==> config.mk <==
export PLATFORM = sky130hd
export DESIGN_NAME = uart_tx_sched
export DESIGN_NICKNAME = d
export VERILOG_FILES = /design/src/rtl/uart_pkg.sv /design/src/rtl/rr_arbiter.sv /design/src/rtl/uart_tx_sched.sv
export SDC_FILE = /design/constraint.sdc
export NUM_CORES = 1
export LEC_CHECK = 0
export CAP_MARGIN = 20
export CORE_MARGIN = 4
export CORE_UTILIZATION = 44
export CTS_CLUSTER_SIZE = 30
export DETAILED_ROUTE_END_ITERATION = 16
export GPL_TIMING_DRIVEN = 0
export PLACE_DENSITY = 0.8
export SYNTH_ARGS = -nofsm -noshare
export SYNTH_HDL_FRONTEND = slang
export SYNTH_HIERARCHICAL = 1
export SYNTH_SLANG_ARGS = --single-unit
==> constraint.sdc <==
create_clock -name clk -period 2.8 [get_ports clk]
set_input_delay 0.28 -clock clk [delete_from_list [all_inputs] [get_ports clk]]
set_output_delay 0.28 -clock clk [all_outputs]
set_load 0.1 [all_outputs]
==> src/rtl/uart_pkg.sv <==
// Shared types and constants for the UART transmit scheduler and its arbiter.
package uart_pkg;

    typedef enum logic [1:0] {
        S_IDLE,
        S_ISSUE,
        S_WAIT_ACK,
        S_WAIT_DONE
    } sched_state_t;

    localparam int UART_DW = 8;

    localparam logic PAR_EVEN = 1'b0;
    localparam logic PAR_ODD  = 1'b1;

endpackage

==> src/rtl/rr_arbiter.sv <==
// Combinational round-robin picker: first set request at or above ptr_i, wrapping around.
module rr_arbiter #(
    parameter  int NUM_REQ = 4,
    localparam int IW      = $clog2(NUM_REQ)
) (
    input  logic [NUM_REQ-1:0] req_i,
    input  logic [IW-1:0]      ptr_i,
    output logic [NUM_REQ-1:0] gnt_o,
    output logic [IW-1:0]      idx_o,
    output logic               valid_o
);

    int cand;

    // Scan from the farthest offset down so the nearest valid index is written last and wins.
    always_comb begin
        gnt_o   = '0;
        idx_o   = '0;
        valid_o = 1'b0;
        cand    = 0;
        for (int off = NUM_REQ - 1; off >= 0; off--) begin
            cand = (int'(ptr_i) + off) % NUM_REQ;
            if (req_i[IW'(cand)]) begin
                idx_o   = IW'(cand);
                valid_o = 1'b1;
            end
        end
        if (valid_o) begin
            gnt_o[idx_o] = 1'b1;
        end
    end

endmodule

==> src/rtl/uart_tx_sched.sv <==
// Round-robin scheduler sharing one UART transmitter among NUM_REQ byte producers,
// with per-frame parity latching, inter-frame gap and acknowledge timeout.
module uart_tx_sched
    import uart_pkg::*;
#(
    parameter  int NUM_REQ     = 4,
    parameter  int GAP_CYCLES  = 2,
    parameter  int ACK_TIMEOUT = 4,
    localparam int IW          = $clog2(NUM_REQ),
    localparam int GW          = 4,
    localparam int AW          = $clog2(ACK_TIMEOUT + 1)
) (
    input  logic                       clk,
    input  logic                       reset,
    input  logic [NUM_REQ-1:0]         req_valid,
    input  logic [UART_DW*NUM_REQ-1:0] req_data,
    output logic [NUM_REQ-1:0]         req_ready,
    input  logic                       cfg_par_en,
    input  logic                       cfg_par_typ,
    output logic [UART_DW-1:0]         P_DATA,
    output logic                       DATA_VALID,
    output logic                       PAR_EN,
    output logic                       PAR_TYP,
    input  logic                       Busy,
    output logic [IW-1:0]              gnt_id,
    output logic                       frame_done,
    output logic                       err_timeout,
    input  logic                       err_clr
);

    sched_state_t       state_q, state_d;
    logic [IW-1:0]      rr_ptr_q, rr_ptr_d;
    logic [GW-1:0]      gap_q, gap_d;
    logic [AW-1:0]      ack_q, ack_d;
    logic [UART_DW-1:0] p_data_q, p_data_d;
    logic               par_en_q, par_en_d;
    logic               par_typ_q, par_typ_d;
    logic [IW-1:0]      gnt_id_q, gnt_id_d;
    logic               err_q, err_d;

    logic [UART_DW-1:0] req_bytes [NUM_REQ];
    logic [NUM_REQ-1:0] arb_gnt;
    logic [IW-1:0]      arb_idx;
    logic               arb_valid;
    logic               grant_ok;

    for (genvar gi = 0; gi < NUM_REQ; gi++) begin : g_unpack
        assign req_bytes[gi] = req_data[UART_DW*gi +: UART_DW];
    end

    rr_arbiter #(
        .NUM_REQ (NUM_REQ)
    ) u_arb (
        .req_i   (req_valid),
        .ptr_i   (rr_ptr_q),
        .gnt_o   (arb_gnt),
        .idx_o   (arb_idx),
        .valid_o (arb_valid)
    );

    // Gated by reset so no grant can leak out while the block is held in reset.
    assign grant_ok   = reset && (state_q == S_IDLE) && (gap_q == '0) && !Busy && arb_valid;
    assign req_ready  = grant_ok ? arb_gnt : '0;
    assign DATA_VALID = (state_q == S_ISSUE);
    assign frame_done = (state_q == S_WAIT_DONE) && !Busy;

    assign P_DATA      = p_data_q;
    assign PAR_EN      = par_en_q;
    assign PAR_TYP     = par_typ_q;
    assign gnt_id      = gnt_id_q;
    assign err_timeout = err_q;

    always_comb begin
        state_d   = state_q;
        rr_ptr_d  = rr_ptr_q;
        gap_d     = (gap_q != '0) ? gap_q - GW'(1) : gap_q;
        ack_d     = ack_q;
        p_data_d  = p_data_q;
        par_en_d  = par_en_q;
        par_typ_d = par_typ_q;
        gnt_id_d  = gnt_id_q;
        err_d     = err_q & ~err_clr;

        unique case (state_q)
            S_IDLE: begin
                if (grant_ok) begin
                    p_data_d  = req_bytes[arb_idx];
                    par_en_d  = cfg_par_en;
                    par_typ_d = cfg_par_typ;
                    gnt_id_d  = arb_idx;
                    rr_ptr_d  = (arb_idx == IW'(NUM_REQ - 1)) ? '0 : arb_idx + IW'(1);
                    state_d   = S_ISSUE;
                end
            end
            S_ISSUE: begin
                ack_d   = '0;
                state_d = S_WAIT_ACK;
            end
            S_WAIT_ACK: begin
                if (Busy) begin
                    state_d = S_WAIT_DONE;
                end else if (ack_q == AW'(ACK_TIMEOUT - 1)) begin
                    // The byte is dropped; a new timeout overrides a coincident clear.
                    err_d   = 1'b1;
                    gap_d   = GW'(GAP_CYCLES);
                    state_d = S_IDLE;
                end else begin
                    ack_d = ack_q + AW'(1);
                end
            end
            S_WAIT_DONE: begin
                if (!Busy) begin
                    gap_d   = GW'(GAP_CYCLES);
                    state_d = S_IDLE;
                end
            end
            default: state_d = S_IDLE;
        endcase
    end

    always_ff @(posedge clk or negedge reset) begin
        if (!reset) begin
            state_q   <= S_IDLE;
            rr_ptr_q  <= '0;
            gap_q     <= '0;
            ack_q     <= '0;
            p_data_q  <= '0;
            par_en_q  <= 1'b0;
            par_typ_q <= 1'b0;
            gnt_id_q  <= '0;
            err_q     <= 1'b0;
        end else begin
            state_q   <= state_d;
            rr_ptr_q  <= rr_ptr_d;
            gap_q     <= gap_d;
            ack_q     <= ack_d;
            p_data_q  <= p_data_d;
            par_en_q  <= par_en_d;
            par_typ_q <= par_typ_d;
            gnt_id_q  <= gnt_id_d;
            err_q     <= err_d;
        end
    end

endmodule

==> results of run 1 <==
[flip-flops by register name, summed over array words and instances, names as in the netlist, 2 cells and up]
register	flops
rr_ptr_q	2
gnt_id	2
state_q	2
gap_q	4
ack_q	3
P_DATA	8
[layout make-up]
cell class	instances	area share [%]
multi-input combinational	108	41.00
sequential	24	25.49
timing repair buffer	61	25.44
tap	46	2.443
clock buffer	4	2.337
inverter	11	1.753
buffer	6	1.540
[cell families after synthesis]
| group | after synthesis | synth area share [%] |
|---|---|---|
| and+or+nand+nor | 45 | 16.76 |
| AOI/OAI and AO/OA | 30 | 12.03 |
| DFF | 24 | 36.56 |
| muxes | 23 | 22.62 |
| buffers and inverters | 17 | 4.645 |
| adders and majority gates | 9 | 6.855 |
| xor gates and xnor gates | 1 | 0.5332 |
[how the worst max path moves through the flow]
stage                             from            to  slack (ps)  cells after the start
after floorplan               gap_q[0]  req_ready[0]         250                      7
after global placement           reset  req_ready[2]       -1160                      6
after detailed placement         reset  req_ready[0]       -1260                      6
after CTS                 req_valid[1]     P_DATA[6]          40                      7
after global routing          gap_q[0]  req_ready[1]          10                      8
final                             Busy    frame_done         160                      4
[per-stage QoR]
step | hold slack, ps | power [mW] | utilization [%] | instances
after detailed placement | 496.6 | 2.141 | 66.34 | 255
after global routing | 176.1 | 2.505 | 67.93 | 260
after floorplan | -15.59 | 1.764 | - | 149
after global placement | 490.4 | 2.074 | 66.34 | 255
after CTS | 148.4 | 2.388 | 67.60 | 260
final | 124.9 | 2.375 | 67.93 | 260
[power groups by stage]
| stage | clock network (mW) | logic (mW) | registers, mW |
|---|---|---|---|
| finish | 0.243 | 1.55 | 0.587 |
| global route | 0.264 | 1.64 | 0.601 |
| CTS | 0.245 | 1.56 | 0.585 |
| detailed placement | 0 | 1.55 | 0.588 |
| global placement | 0 | 1.49 | 0.579 |
| floorplan | 0 | 0.743 | 1.02 |
[what timing repair did]
item                       4_1_cts  5_1_grt
hold endpoints to repair         0        0
gates resized for setup         23        6
pin swaps                        1        0
setup endpoints to repair        4       12
buffers inserted                 1        0
gates cloned                     0        0
[per-layer routing]
layer	GRT usage [%]	routed length, µm
met4	6.074	89
met5	0	0
met2	30.93	2087
met1	20.22	1703
met3	3.924	268
[synth_stat cells, types with 2 or more instances]
master,instances,share of area (%)
nor3_1,4,1.2
o21ai_0,9,2.7
and2_1,5,1.9
a22o_1,2,1.1
ha_1,9,6.9
mux2_4,6,5.5
nor2b_1,3,1.1
nand2b_1,3,1.1
nor2_1,10,2.3
a31oi_1,2,0.76
nand2_1,6,1.4
inv_1,11,2.5
a21oi_1,7,2.1
o31a_1,3,1.6
nor4_1,3,1.1
mux4_2,8,11
clkbuf_1,3,0.69
dfrtp_1,24,37
mux2_2,9,6.2
==> results.json, run 1 <==
{
  "outcome": "finished, final reports clean",
  "diodes": 0,
  "pwr-share-comb_pct": 65.1,
  "cts_root_buffer": "clkbuf_8",
  "clock.fmax_ghz": 0.3791,
  "fin_skew_ps": 5.153,
  "clkSlewWorstSetupHoldPaths_ps": 90,
  "track_usage_pct": 17.33,
  "clock_power_share_pct": 10.2,
  "core-area_um2": 3468,
  "power_leakage_nw": 1.001,
  "cts-buffers-inserted": 3,
  "clock_path_buffers": 2,
  "peakVddDrop_mv": 0.7851,
  "start_util_pct": 47.37,
  "hp-class": "primary input to async pin",
  "chipWidth_um": 69.11,
  "syn_avg_cell_area_um2": 11.03,
  "rsz0062_at_grt": "false",
  "r2r_end": "P_DATA[6]",
  "port_buffers": 60,
  "grt_pass1_vias": 1489,
  "wl_mm": 4.148,
  "seq_area_um2": 600.6,
  "stdcell_area_um2": 2356,
  "multiInputGateArea_um2": 965.9,
  "synth_area_um2": 1643,
  "nFillCells": 281,
  "ys_seq_elements": 24,
  "via_per_inst": 5.442,
  "yosysSeqAreaShare_pct": 36.56,
  "async_flop_share_pct": 100.0,
  "slew_headroom_pct": 33.59,
  "vias": 1415,
  "ff2ff_path_depth": 7,
  "worstPathArrival_ps": 2360,
  "slew_viol_final": 0,
  "grt_max_degree": 27,
  "crit_buf_inv": 3,
  "cts_tree": "done",
  "tns_ps": 0,
  "crit_chain": "clkdlybuf4s50_1, clkbuf_1, nor2b_1, clkdlybuf4s50_1",
  "reg2reg_slack_ps": 510,
  "htree_levels": 1,
  "critPathCaptureType": "output pin",
  "powerDensity_nw_per_um2": 1008,
  "cellInternalPower_mw": 1.161,
  "ys.flop_type": "dfrtp_1",
  "required_ps": 2520,
  "setup_ws_ps": 162.3,
  "syn2layout_area_growth_pct": 43.41,
  "hpwl_mm": 3.251,
  "antenna_found_initial": 0,
  "post-route-period-util_pct": 94.20,
  "cap_violations": 0,
  "synth_cells": 149,
  "rr_startpoint": "rr_ptr_q[1]",
  "grt_overflow": 0,
  "synth_nets": 200,
  "clock_sinks": 24,
  "pin_count": 61,
  "drt_first_pass_iters": 4,
  "grt_pass1_wl_mm": 6.782,
  "synth_edf_count": 0,
  "switching_power_mw": 1.214,
  "ys_types": 41,
  "cts-hold-fix-buffers": 0,
  "ant_nets": 0,
  "drc": 0,
  "place_area_um2": 2301,
  "setup_viol": 0,
  "p_seq_share_pct": 24.7,
  "clock_latency_ps": 270,
  "cpPeakStageDelay_ps": 1130,
  "final_cell_mix": "55 x clkdlybuf4s50_1, 24 x dfrtp_1, 11 x inv_1",
  "path_delay_family": "buffers and inverters",
  "dp_slack_ps": -1258,
  "first_iter_violations": 72,
  "crit_top_cell": "clkdlybuf4s50_1",
  "worst_slew_pin_slew_ps": 993.0,
  "fin_nets": 266,
  "worstPathMaxFanout": 10,
  "wl_per_cell_um": 15.95,
  "period_needed_ps": 2638,
  "die_h_um": 69.11,
  "place.gp.congestion": 0.8284,
  "yosysWarnings": 6,
  "hold_viol_final": 0,
  "final_common_cell": "clkdlybuf4s50_1",
  "critical_path.startpoint_type": "primary input",
  "dieArea_um2": 4776,
  "crit_slowest_cell": "clkdlybuf4s50_1",
  "drive_gt1_share_pct": 19.63,
  "worstSetupPathType": "primary input to output pin",
  "switching_share_pct": 51.10,
  "rows": 21
}
Note: power is estimated with default switching activity, not from simulation.
==> inputs of run 2 (changes only) <==
SKIP_LAST_GASP = 1   (was not set)
==> results of run 2 <==
Final layout, timing and power as in run 1 (identical DEF).
==> inputs of run 3 (changes only) <==
clock period = 3 ns   (was 2.8 ns; I/O delays follow)
==> run 3 against run 2 <==
Die area is the same. Largest cell class unchanged. Flip-flop and latch count is the same. Sequential share of layout area grew 0.12 points. Final cell count is the same.
==> results.json, run 3 (synthesized netlist as in run 1, its figures left out) <==
{
  "outcome": "finished, final reports clean",
  "cts-hold-fix-buffers": 0,
  "start_util_pct": 47.37,
  "stdcell_area_um2": 2345,
  "r2r_end": "P_DATA[1]",
  "final_cell_mix": "55 x clkdlybuf4s50_1, 24 x dfrtp_1, 11 x inv_1",
  "drt_first_pass_iters": 4,
  "grt_overflow": 0,
  "required_ps": 3160,
  "worstPathArrival_ps": 2940,
  "wl_mm": 4.189,
  "clock_latency_ps": 270,
  "fin_skew_ps": 4.783,
  "reg2reg_slack_ps": 410,
  "hpwl_mm": 3.251,
  "rsz0062_at_grt": "false",
  "place_area_um2": 2301,
  "period_needed_ps": 2779,
  "antenna_found_initial": 0,
  "wl_per_cell_um": 16.11,
  "worstSetupPathType": "primary input to flop",
  "rr_startpoint": "rr_ptr_q[1]",
  "cap_violations": 0,
  "port_buffers": 60,
  "hold_viol_final": 0,
  "powerDensity_nw_per_um2": 946.2,
  "first_iter_violations": 87,
  "critPathCaptureType": "flop",
  "hold-worst-slack_ps": 146.5,
  "power_leakage_nw": 1.000,
  "cts_root_buffer": "clkbuf_8",
  "hp-class": "primary input to async pin",
  "vias": 1430,
  "grt_pass1_vias": 1486,
  "cts-buffers-inserted": 3,
  "worst_slew_pin_slew_ps": 993.0,
  "fin_nets": 266,
  "slew_headroom_pct": 33.59,
  "clock.fmax_ghz": 0.3599,
  "final_common_cell": "clkdlybuf4s50_1",
  "critical_path.startpoint_type": "primary input",
  "slew_viol_final": 0,
  "cts_tree": "done",
  "syn2layout_area_growth_pct": 42.73,
  "seq_area_um2": 600.6,
  "clock_sinks": 24,
  "largest_reg_flops": 8,
  "htree_levels": 1,
  "via_per_inst": 5.500,
  "diodes": 0,
  "rows": 21,
  "track_usage_pct": 17.40,
  "post-route-period-util_pct": 92.63,
  "drc": 0,
  "ff2ff_path_depth": 7,
  "chipWidth_um": 69.11,
  "die_h_um": 69.11,
  "utilization_pct": 67.60,
  "ant_nets": 0,
  "grt_pass1_wl_mm": 6.803,
  "pin_count": 61,
  "drive_gt1_share_pct": 19.16,
  "dieArea_um2": 4776,
  "clock_path_buffers": 2,
  "setup_viol": 0,
  "place.gp.congestion": 0.8284,
  "grt_max_degree": 27,
  "nFillCells": 282,
  "clkSlewWorstSetupHoldPaths_ps": 90,
  "peakVddDrop_mv": 0.7388,
  "multiInputGateArea_um2": 965.9,
  "core-area_um2": 3468,
  "worstPathMaxFanout": 10
}
==> run 3: how the worst max path moves through the flow <==
| stage | from | endpoint | cells past startpoint |
|---|---|---|---|
| final | req_valid[1] | P_DATA[1] | 7 |
| after CTS | gap_q[0] | req_ready[3] | 8 |
| after detailed placement | reset | req_ready[0] | 6 |
| after global placement | reset | req_ready[2] | 6 |
| after floorplan | gap_q[0] | req_ready[0] | 7 |
| after global routing | req_valid[1] | P_DATA[1] | 7 |
==> run 3: metal layers <==
layer	vias to the layer above	global-route usage (%)	wire length [µm]
met1	672	20.40	1721
met5	-	0	0
li1	677	-	-
met3	10	3.924	275
met4	0	6.074	95
met2	71	30.93	2096
==> run 3: worst max-delay path, stage by stage <==
cell and delay (ps):
clkdlybuf4s50_1 610, nand2b_1 170, nor3b_1 210, o22a_1 200
clkbuf_1 560, mux4_2 610, mux2_4 270
==> run 3: repair_timing <==
action                                  CTS  global route
buffers inserted                          1             0
endpoints found under the setup margin    4             4
gates cloned                              0             0
gates resized for setup                  15             8
pin swaps                                 1             0
==> run 3: area by class of cell <==
type | instances | area share, %
buffer | 6 | 1.494
clock buffer | 4 | 2.348
inverter | 11 | 1.761
multi-input combinational | 108 | 41.20
sequential | 24 | 25.61
tap | 46 | 2.455
timing repair buffer | 61 | 25.13
==> run 3: power by group <==
group,internal (mW),leakage (nW),total (mW),switching [mW]
combinational,0.523,0.659,1.44,0.920
clock,0.117,0.0288,0.227,0.109
sequential,0.441,0.312,0.548,0.107
==> run 3: through the flow <==
step,TNS [ps],power [mW],setup WS [ps],std cells
global route,0,2.337,26.94,260
finish,0,2.219,221.1,260
detailed placement,-4638,1.998,-1098,255
CTS,0,2.229,96.14,260
global placement,-3972,1.935,-995.9,255
floorplan,0,1.647,427.0,149
